### src/rtl/passenger_queue_scheduler_if.sv
// Handshake/status bundle between the passenger queue scheduler and the
// screening lane; master drives arrivals and lane_ready, slave is the scheduler.
interface passenger_queue_scheduler_if #(
    parameter int CNT_W = 4
);
    logic [2:0]         arrive;
    logic               lane_ready;
    logic               grant_valid;
    logic [1:0]         class_sel;
    logic [2:0]         pending;
    logic [3*CNT_W-1:0] q_count;
    logic [2:0]         overflow;

    modport master (
        output arrive, lane_ready,
        input  grant_valid, class_sel, pending, q_count, overflow
    );

    modport slave (
        input  arrive, lane_ready,
        output grant_valid, class_sel, pending, q_count, overflow
    );
endinterface

### src/rtl/passenger_queue_scheduler.sv
// Per-class passenger counters with fixed-priority (VIP > Business > Regular)
// valid/ready offer FSM. Define AGING_EN to add Regular anti-starvation aging.
module passenger_queue_scheduler #(
    parameter int CNT_W     = 4,
    parameter int AGE_LIMIT = 8
) (
    input  logic                         clk,
    input  logic                         rst_n,
    passenger_queue_scheduler_if.slave   bus
);
    typedef enum logic {IDLE = 1'b0, OFFER = 1'b1} state_t;

    localparam logic [CNT_W-1:0] CNT_MAX  = {CNT_W{1'b1}};
    localparam logic [CNT_W-1:0] CNT_ZERO = {CNT_W{1'b0}};
    localparam logic [CNT_W-1:0] CNT_ONE  = {{(CNT_W-1){1'b0}}, 1'b1};

    state_t                  state_q, state_d;
    logic                    grant_valid_q, grant_valid_d;
    logic [1:0]              class_sel_q, class_sel_d;
    logic [2:0][CNT_W-1:0]   count_q, count_d;
    logic [2:0]              pending_q, pending_d;
    logic [2:0]              overflow_q, overflow_d;
    logic                    accept_s;
    logic [2:0]              dec_s;
    logic [1:0]              next_class_s;

    function automatic logic [1:0] pick_class(input logic [2:0] pend);
        if (pend[2]) begin
            return 2'b10;
        end else if (pend[1]) begin
            return 2'b01;
        end else begin
            return 2'b00;
        end
    endfunction

    assign accept_s = grant_valid_q && bus.lane_ready;

    // Counter update: arrival and accept on the same class cancel, full counters drop arrivals
    always_comb begin
        count_d    = count_q;
        overflow_d = overflow_q;
        dec_s      = 3'b000;
        pending_d  = 3'b000;
        for (int i = 0; i < 3; i++) begin
            dec_s[i] = accept_s && (class_sel_q == 2'(i));
            if (bus.arrive[i] && !dec_s[i]) begin
                if (count_q[i] == CNT_MAX) begin
                    overflow_d[i] = 1'b1;
                end else begin
                    count_d[i] = count_q[i] + CNT_ONE;
                end
            end else if (dec_s[i] && !bus.arrive[i]) begin
                count_d[i] = count_q[i] - CNT_ONE;
            end else begin
                count_d[i] = count_q[i];
            end
            pending_d[i] = (count_d[i] != CNT_ZERO);
        end
    end

`ifdef AGING_EN
    localparam logic [7:0] AGE_LIM = 8'(AGE_LIMIT);

    logic [7:0] age_q, age_d;

    // Age tracks Business/VIP grants served while Regular waits
    always_comb begin
        if (!pending_q[0]) begin
            age_d = 8'd0;
        end else if (accept_s && (class_sel_q == 2'b00)) begin
            age_d = 8'd0;
        end else if (accept_s && (age_q != 8'hFF)) begin
            age_d = age_q + 8'd1;
        end else begin
            age_d = age_q;
        end
        if (pending_q[0] && (age_q >= AGE_LIM)) begin
            next_class_s = 2'b00;
        end else begin
            next_class_s = pick_class(pending_q);
        end
    end

    // Age register
    always_ff @(posedge clk or negedge rst_n) begin
        if (!rst_n) begin
            age_q <= 8'd0;
        end else begin
            age_q <= age_d;
        end
    end
`else
    logic [7:0] unused_age_limit_s;

    assign unused_age_limit_s = 8'(AGE_LIMIT);
    assign next_class_s       = pick_class(pending_q);
`endif

    // Offer FSM: class_sel is latched on entry to OFFER and held until accepted
    always_comb begin
        state_d       = state_q;
        grant_valid_d = grant_valid_q;
        class_sel_d   = class_sel_q;
        case (state_q)
            IDLE: begin
                if (pending_q != 3'b000) begin
                    class_sel_d   = next_class_s;
                    grant_valid_d = 1'b1;
                    state_d       = OFFER;
                end else begin
                    grant_valid_d = 1'b0;
                    state_d       = IDLE;
                end
            end
            OFFER: begin
                if (bus.lane_ready) begin
                    grant_valid_d = 1'b0;
                    state_d       = IDLE;
                end else begin
                    grant_valid_d = 1'b1;
                    state_d       = OFFER;
                end
            end
            default: begin
                grant_valid_d = 1'b0;
                state_d       = IDLE;
            end
        endcase
    end

    // State, counters and all outputs are registered
    always_ff @(posedge clk or negedge rst_n) begin
        if (!rst_n) begin
            state_q       <= IDLE;
            grant_valid_q <= 1'b0;
            class_sel_q   <= 2'b00;
            count_q       <= {3{CNT_ZERO}};
            pending_q     <= 3'b000;
            overflow_q    <= 3'b000;
        end else begin
            state_q       <= state_d;
            grant_valid_q <= grant_valid_d;
            class_sel_q   <= class_sel_d;
            count_q       <= count_d;
            pending_q     <= pending_d;
            overflow_q    <= overflow_d;
        end
    end

    assign bus.grant_valid = grant_valid_q;
    assign bus.class_sel   = class_sel_q;
    assign bus.pending     = pending_q;
    assign bus.q_count     = count_q;
    assign bus.overflow    = overflow_q;
endmodule

### src/flat_wrapper.sv
// flat-port wrapper written by rule: the top's interface ports become plain ports
module passenger_queue_scheduler_flat 
#(
    parameter int CNT_W     = 4,
    parameter int AGE_LIMIT = 8
)
  (clk, rst_n, bus_arrive, bus_lane_ready, bus_grant_valid, bus_class_sel, bus_pending, bus_q_count, bus_overflow);
  passenger_queue_scheduler_if #(.CNT_W(CNT_W)) bus_i ();
  input  logic clk;
  input  logic rst_n;
  input wire logic [$bits(bus_i.arrive)-1:0] bus_arrive;
  input wire logic [$bits(bus_i.lane_ready)-1:0] bus_lane_ready;
  output wire logic [$bits(bus_i.grant_valid)-1:0] bus_grant_valid;
  output wire logic [$bits(bus_i.class_sel)-1:0] bus_class_sel;
  output wire logic [$bits(bus_i.pending)-1:0] bus_pending;
  output wire logic [$bits(bus_i.q_count)-1:0] bus_q_count;
  output wire logic [$bits(bus_i.overflow)-1:0] bus_overflow;
  assign bus_i.arrive = bus_arrive;
  assign bus_i.lane_ready = bus_lane_ready;
  assign bus_grant_valid = bus_i.grant_valid;
  assign bus_class_sel = bus_i.class_sel;
  assign bus_pending = bus_i.pending;
  assign bus_q_count = bus_i.q_count;
  assign bus_overflow = bus_i.overflow;
  passenger_queue_scheduler #(.CNT_W(CNT_W), .AGE_LIMIT(AGE_LIMIT)) u_core (.clk(clk), .rst_n(rst_n), .bus(bus_i));
endmodule
### config.mk
export PLATFORM = sky130hd
export DESIGN_NAME = passenger_queue_scheduler_flat
export DESIGN_NICKNAME = d
export VERILOG_FILES = /design/src/rtl/passenger_queue_scheduler_if.sv /design/src/rtl/passenger_queue_scheduler.sv /design/src/flat_wrapper.sv
export SDC_FILE = /design/constraint.sdc
export NUM_CORES = 1
export LEC_CHECK = 0
export ABC_AREA = 1
export CORE_MARGIN = 3
export CORE_UTILIZATION = 35
export DETAILED_ROUTE_END_ITERATION = 16
export PLACE_DENSITY_LB_ADDON = 0.25
export SLEW_MARGIN = 20
export SYNTH_ARGS = -nofsm -noshare
export SYNTH_HDL_FRONTEND = slang
export SYNTH_SLANG_ARGS = --single-unit
### constraint.sdc
create_clock -name clk -period 2 [get_ports clk]
set_clock_uncertainty 0.05 [all_clocks]
set_input_delay 0.3 -clock clk [delete_from_list [all_inputs] [get_ports clk]]
set_output_delay 0.3 -clock clk [all_outputs]
set_load 0.02 [all_outputs]
# After elaboration in Yosys (flattened, before gate mapping)

Cells that the tools add are included.

Register bits after elaboration: 21
Input port bits: 6
Output and inout port bits: 21
Logic and storage cells: 60

Add/sub/neg operators: 6
Equal/unequal tests: 5
Mux-type cells: 14
Bitwise logic cells: 1
Reductions and logical operators: 25

Operator list:

| operator                                         | count |
|---|---|
| 2-to-1 mux 4 bit                                 | 9 |
| adder 4 x 1 -> 4 bit, second input constant      | 3 |
| == test 4 bit, second input constant             | 3 |
| nonzero test 4 bit                               | 3 |
| subtractor 4 x 1 -> 4 bit, second input constant | 3 |
| logical AND 1 bit                                | 10 |
| AND reduction 2 bit                              | 4 |
| zero test 1 bit                                  | 6 |
| 2-to-1 mux 1 bit                                 | 3 |
| nonzero test 3 bit                               | 1 |
| == test 2 x 1 -> 1 bit, second input constant    | 1 |
| == test 2 bit, second input constant             | 1 |
| zero test 2 bit                                  | 1 |
| 2-to-1 mux 2 bit                                 | 1 |
| one-hot mux 1 bit (2 select lines)               | 1 |
| inverter 1 bit                                   | 1 |

# Depth between registers and ports, before layout

Depth after elaboration: 6
Mapped depth: 11
Depth with buffers taken out: 11

# Worst setup path before layout

Ideal clock, no wire load.

Path kind: reg2reg
Start point: reg u_core.count_q (netlist bit u_core.bus.q_count[8])
End point: reg u_core.pending_q[2] (netlist: u_core.bus.pending[2])
Library setup time: 119 ps
Arrival: 1,377 ps
Data required time: 1,831 ps
Slack: 455 ps
Cell stages (with the launch flop): 7
Path buffers: 0
Period minus slack after synthesis: 1,545 ps
Path through: dfrtp_1 > ha_1 > or2_2 > o211ai_1 > nand2_1 > nor2_1 > nand2_1

RTL lines:

| element                  | RTL line                         | text |
|---|---|---|
| start: declaration       | passenger_queue_scheduler.sv:20  | `logic [2:0][CNT_W-1:0] count_q, count_d;` |
| start signal: assignment | passenger_queue_scheduler.sv:138 | `count_q <= {3{CNT_ZERO}};` |
| start signal: assignment | passenger_queue_scheduler.sv:145 | `count_q <= count_d;` |
| end signal: assignment   | passenger_queue_scheduler.sv:146 | `pending_q <= pending_d;` |
| end: declaration         | passenger_queue_scheduler.sv:21  | `logic [2:0] pending_q, pending_d;` |

# Final worst setup path

Start point: reg u_core.count_q (netlist bit u_core.bus.q_count[2])
End point: out bus_q_count[2]

RTL lines:

| element          | RTL line           | text |
|---|---|---|
| end: declaration | flat_wrapper.sv:16 | `output wire logic [$bits(bus_i.q_count)-1:0] bus_q_count;` |

No word-level cell between the ends.

==> metrics <==
status completed; RSZ-0062 raised after global routing false; FF-to-FF Start u_core.bus.q_count[9]$_DFF_PN0_; Remaining Overflow, GRT 0; Static Leakage 0.837 nW; layout cell share with drive strength beyond 1 8.04%; Min Hold Slack 331 ps; WL/cell 11.6 um; antenna cells 0; Final setup viols 0; synthesized net count 208; Yosys cell types 24; Setup crit end kind primary output; total CTS buffers 3; Max Slew Vio Count 0; Synth Cell Area 0.00138 mm^2; gr usage total 14.9%; Chip Width 68.7 um; post-CTS sizing 0; Max Buffers Root-to-Sink 2; Arrival @ worst endpoint 1450 ps; Post-CTS Hold Buffers 0; Avg Vias per Cell 4.82; critical path endpoint bus_q_count[2]; Vias 1312; Max Clock Freq 554 MHz; Tcrit/Tclk final 90.2%; vias in the first global route 1128; I/O Buffers 26; CP Cell Sequence clkdlybuf4s50_1; Seq cells post-synth 21; htree depth 1; Setup TNS 0 ps; Crit Path Class flip-flop to primary output; first-pass GRT wire length 5250 um; Initial Util 37.1%; VDD IR max 0.591 mV; FILL cells 378; Worst-Margin Slew 310 ps; DR pass1 iterations 4; flop-to-flop setup slack 420 ps; Crit. Startpoint u_core.bus.q_count[2]$_DFF_PN0_; Pwr Total 0.00257 W; FF-to-FF path depth 8; Ports 27; R2R Path End u_core.bus.pending[2]$_DFF_PN0_; post-synthesis sequential area ratio 38.1%; WP depth 1; clk sinks 21; area delta synth->final 25.9%; HP Class input port to asynchronous set/reset pin; synthesized area per cell 7.03 um^2; max cap viols 0; ANT nets after route 0; clock latency on the worst-skew pair 260 ps; Placeable Area 0.00372 mm^2; Hold Vio Cnt, Final 0; die area 0.00472 mm^2; Nets 237; CP top delay family buffers and inverters; initial antenna violation count 0; row count 22; WP buf/inv 1; PD cells 1480 mW/mm^2; post-CTS setup buffer count 0; Startpoint Class flip-flop; 1st-iter DRT viols 143; Post-DP HPWL 2430 um; worst-path fanout max 10; number of remaining DRC errors 0; final wirelength 3160 um; post-synthesis instance total 196; Worst-path clk slew 80 ps; normalized max-slew margin 79.3%; Worst path slowest cell clkdlybuf4s50_1; Die Y 68.7 um; root buffer selected by CTS clkbuf_8; Final min period 1800 ps; Worst EP required 1650 ps; routability cong. 0.834; CP max stage delay 670 ps; largest net degree at the start of global routing 22; CTS tree done; synth warn 0
## synthesized netlist by cell type, drive strengths merged
master	count	area share (%)
o21ai	6	2.2
o211ai	4	2.2
nand4	1	0.45
dfrtp	21	38
a31oi	1	0.45
nor2	20	6.0
ha	6	5.4
o21bai	3	1.6
o22ai	1	0.45
inv	23	6.4
nand2	62	17
buf	3	1.3
nor3	3	1.1
or2	4	1.8
a21oi	4	1.5
nand3	33	13
clkinv	1	0.27
## where the power goes
group / internal (W) / switching, W / total [W]
combinational: 0.000627 / 0.000814 / 0.00144
clock: 0.000139 / 0.000137 / 0.000276
sequential: 0.000601 / 0.000255 / 0.000855
## cell type report
type / instances / area [um^2] / area share, %
multi-input combinational: 148 / 742 / 42.8
sequential: 21 / 526 / 30.3
timing repair buffer: 27 / 268 / 15.4
inverter: 24 / 92.6 / 5.34
tap: 48 / 60.1 / 3.46
clock buffer: 3 / 41.3 / 2.38
clock inverter: 1 / 5.00 / 0.289
## flip-flops by register name, summed over array words and instances (netlist names)
signal and count:
u_core.bus.q_count 12, u_core.bus.overflow 3, u_core.bus.pending 3, u_core.bus.class_sel 2, u_core.state_q 1
## metrics by stage
| step | cell area (um^2) | util, % | setup slack (ps) | std cells |
|---|---|---|---|---|
| 2_1_floorplan | 1380 | - | 455 | 196 |
| 3_3_place_gp | 1690 | 45.4 | 237 | 268 |
| 3_5_place_dp | 1690 | 45.4 | 209 | 268 |
| 4_1_cts | 1730 | 46.7 | 191 | 272 |
| 5_1_grt | 1730 | 46.7 | 126 | 272 |
| 6_report | 1730 | 46.7 | 195 | 272 |
## worst min path at each step
| stage | startpoint | to |
|---|---|---|
| floorplan | rst_n | u_core.bus.class_sel[0]$_DFFE_PN0P_ |
| global placement | u_core.bus.overflow[2]$_DFFE_PN0P_ | u_core.bus.overflow[2]$_DFFE_PN0P_ |
| detailed placement | u_core.bus.overflow[0]$_DFFE_PN0P_ | u_core.bus.overflow[0]$_DFFE_PN0P_ |
| CTS | rst_n | u_core.bus.q_count[6]$_DFF_PN0_ |
| global route | rst_n | u_core.bus.q_count[6]$_DFF_PN0_ |
| finish | rst_n | u_core.bus.q_count[6]$_DFF_PN0_ |
## cell families (layout without fill, tap and decap cells)
group           count (synthesis)  count (layout)  share of synthesized area [%]
flops                          21              21                           38.1
compound gates                 19              19                           8.36
buf+inv                        27              55                           7.99
fa+ha+maj                       6               6                           5.45
simple gates                  123             123                           40.1
## layer usage
metal	vias to the layer above	part of all wire, %	global-route usage, %
met2	32	43	21.9
met3	2	5.0	3.73
met4	0	0.54	2.92
met1	585	51	22.1
li1	693	-	-
met5	-	0	0
## cell usage in the layout (no fill, tap or decap)
| cell type | count |
|---|---|
| nand3_1 | 29 |
| a31oi_1 | 1 |
| ha_1 | 6 |
| clkinv_1 | 1 |
| inv_4 | 1 |
| nand2_2 | 2 |
| nand3_2 | 4 |
| inv_1 | 20 |
| o21ai_0 | 6 |
| nand4_1 | 1 |
| nand2_1 | 60 |
| or2_0 | 3 |
| o21bai_1 | 3 |
| clkinv_2 | 1 |
| o211ai_1 | 4 |
| nor2_1 | 17 |
| nor3_1 | 3 |
| a21oi_1 | 4 |
| buf_4 | 1 |
| clkdlybuf4s50_1 | 26 |
| clkbuf_8 | 3 |
| o22ai_1 | 1 |
| or2_2 | 1 |
| inv_2 | 2 |
| nor2_2 | 3 |
| dfrtp_1 | 21 |
Note: power is estimated with default switching activity, not from simulation.
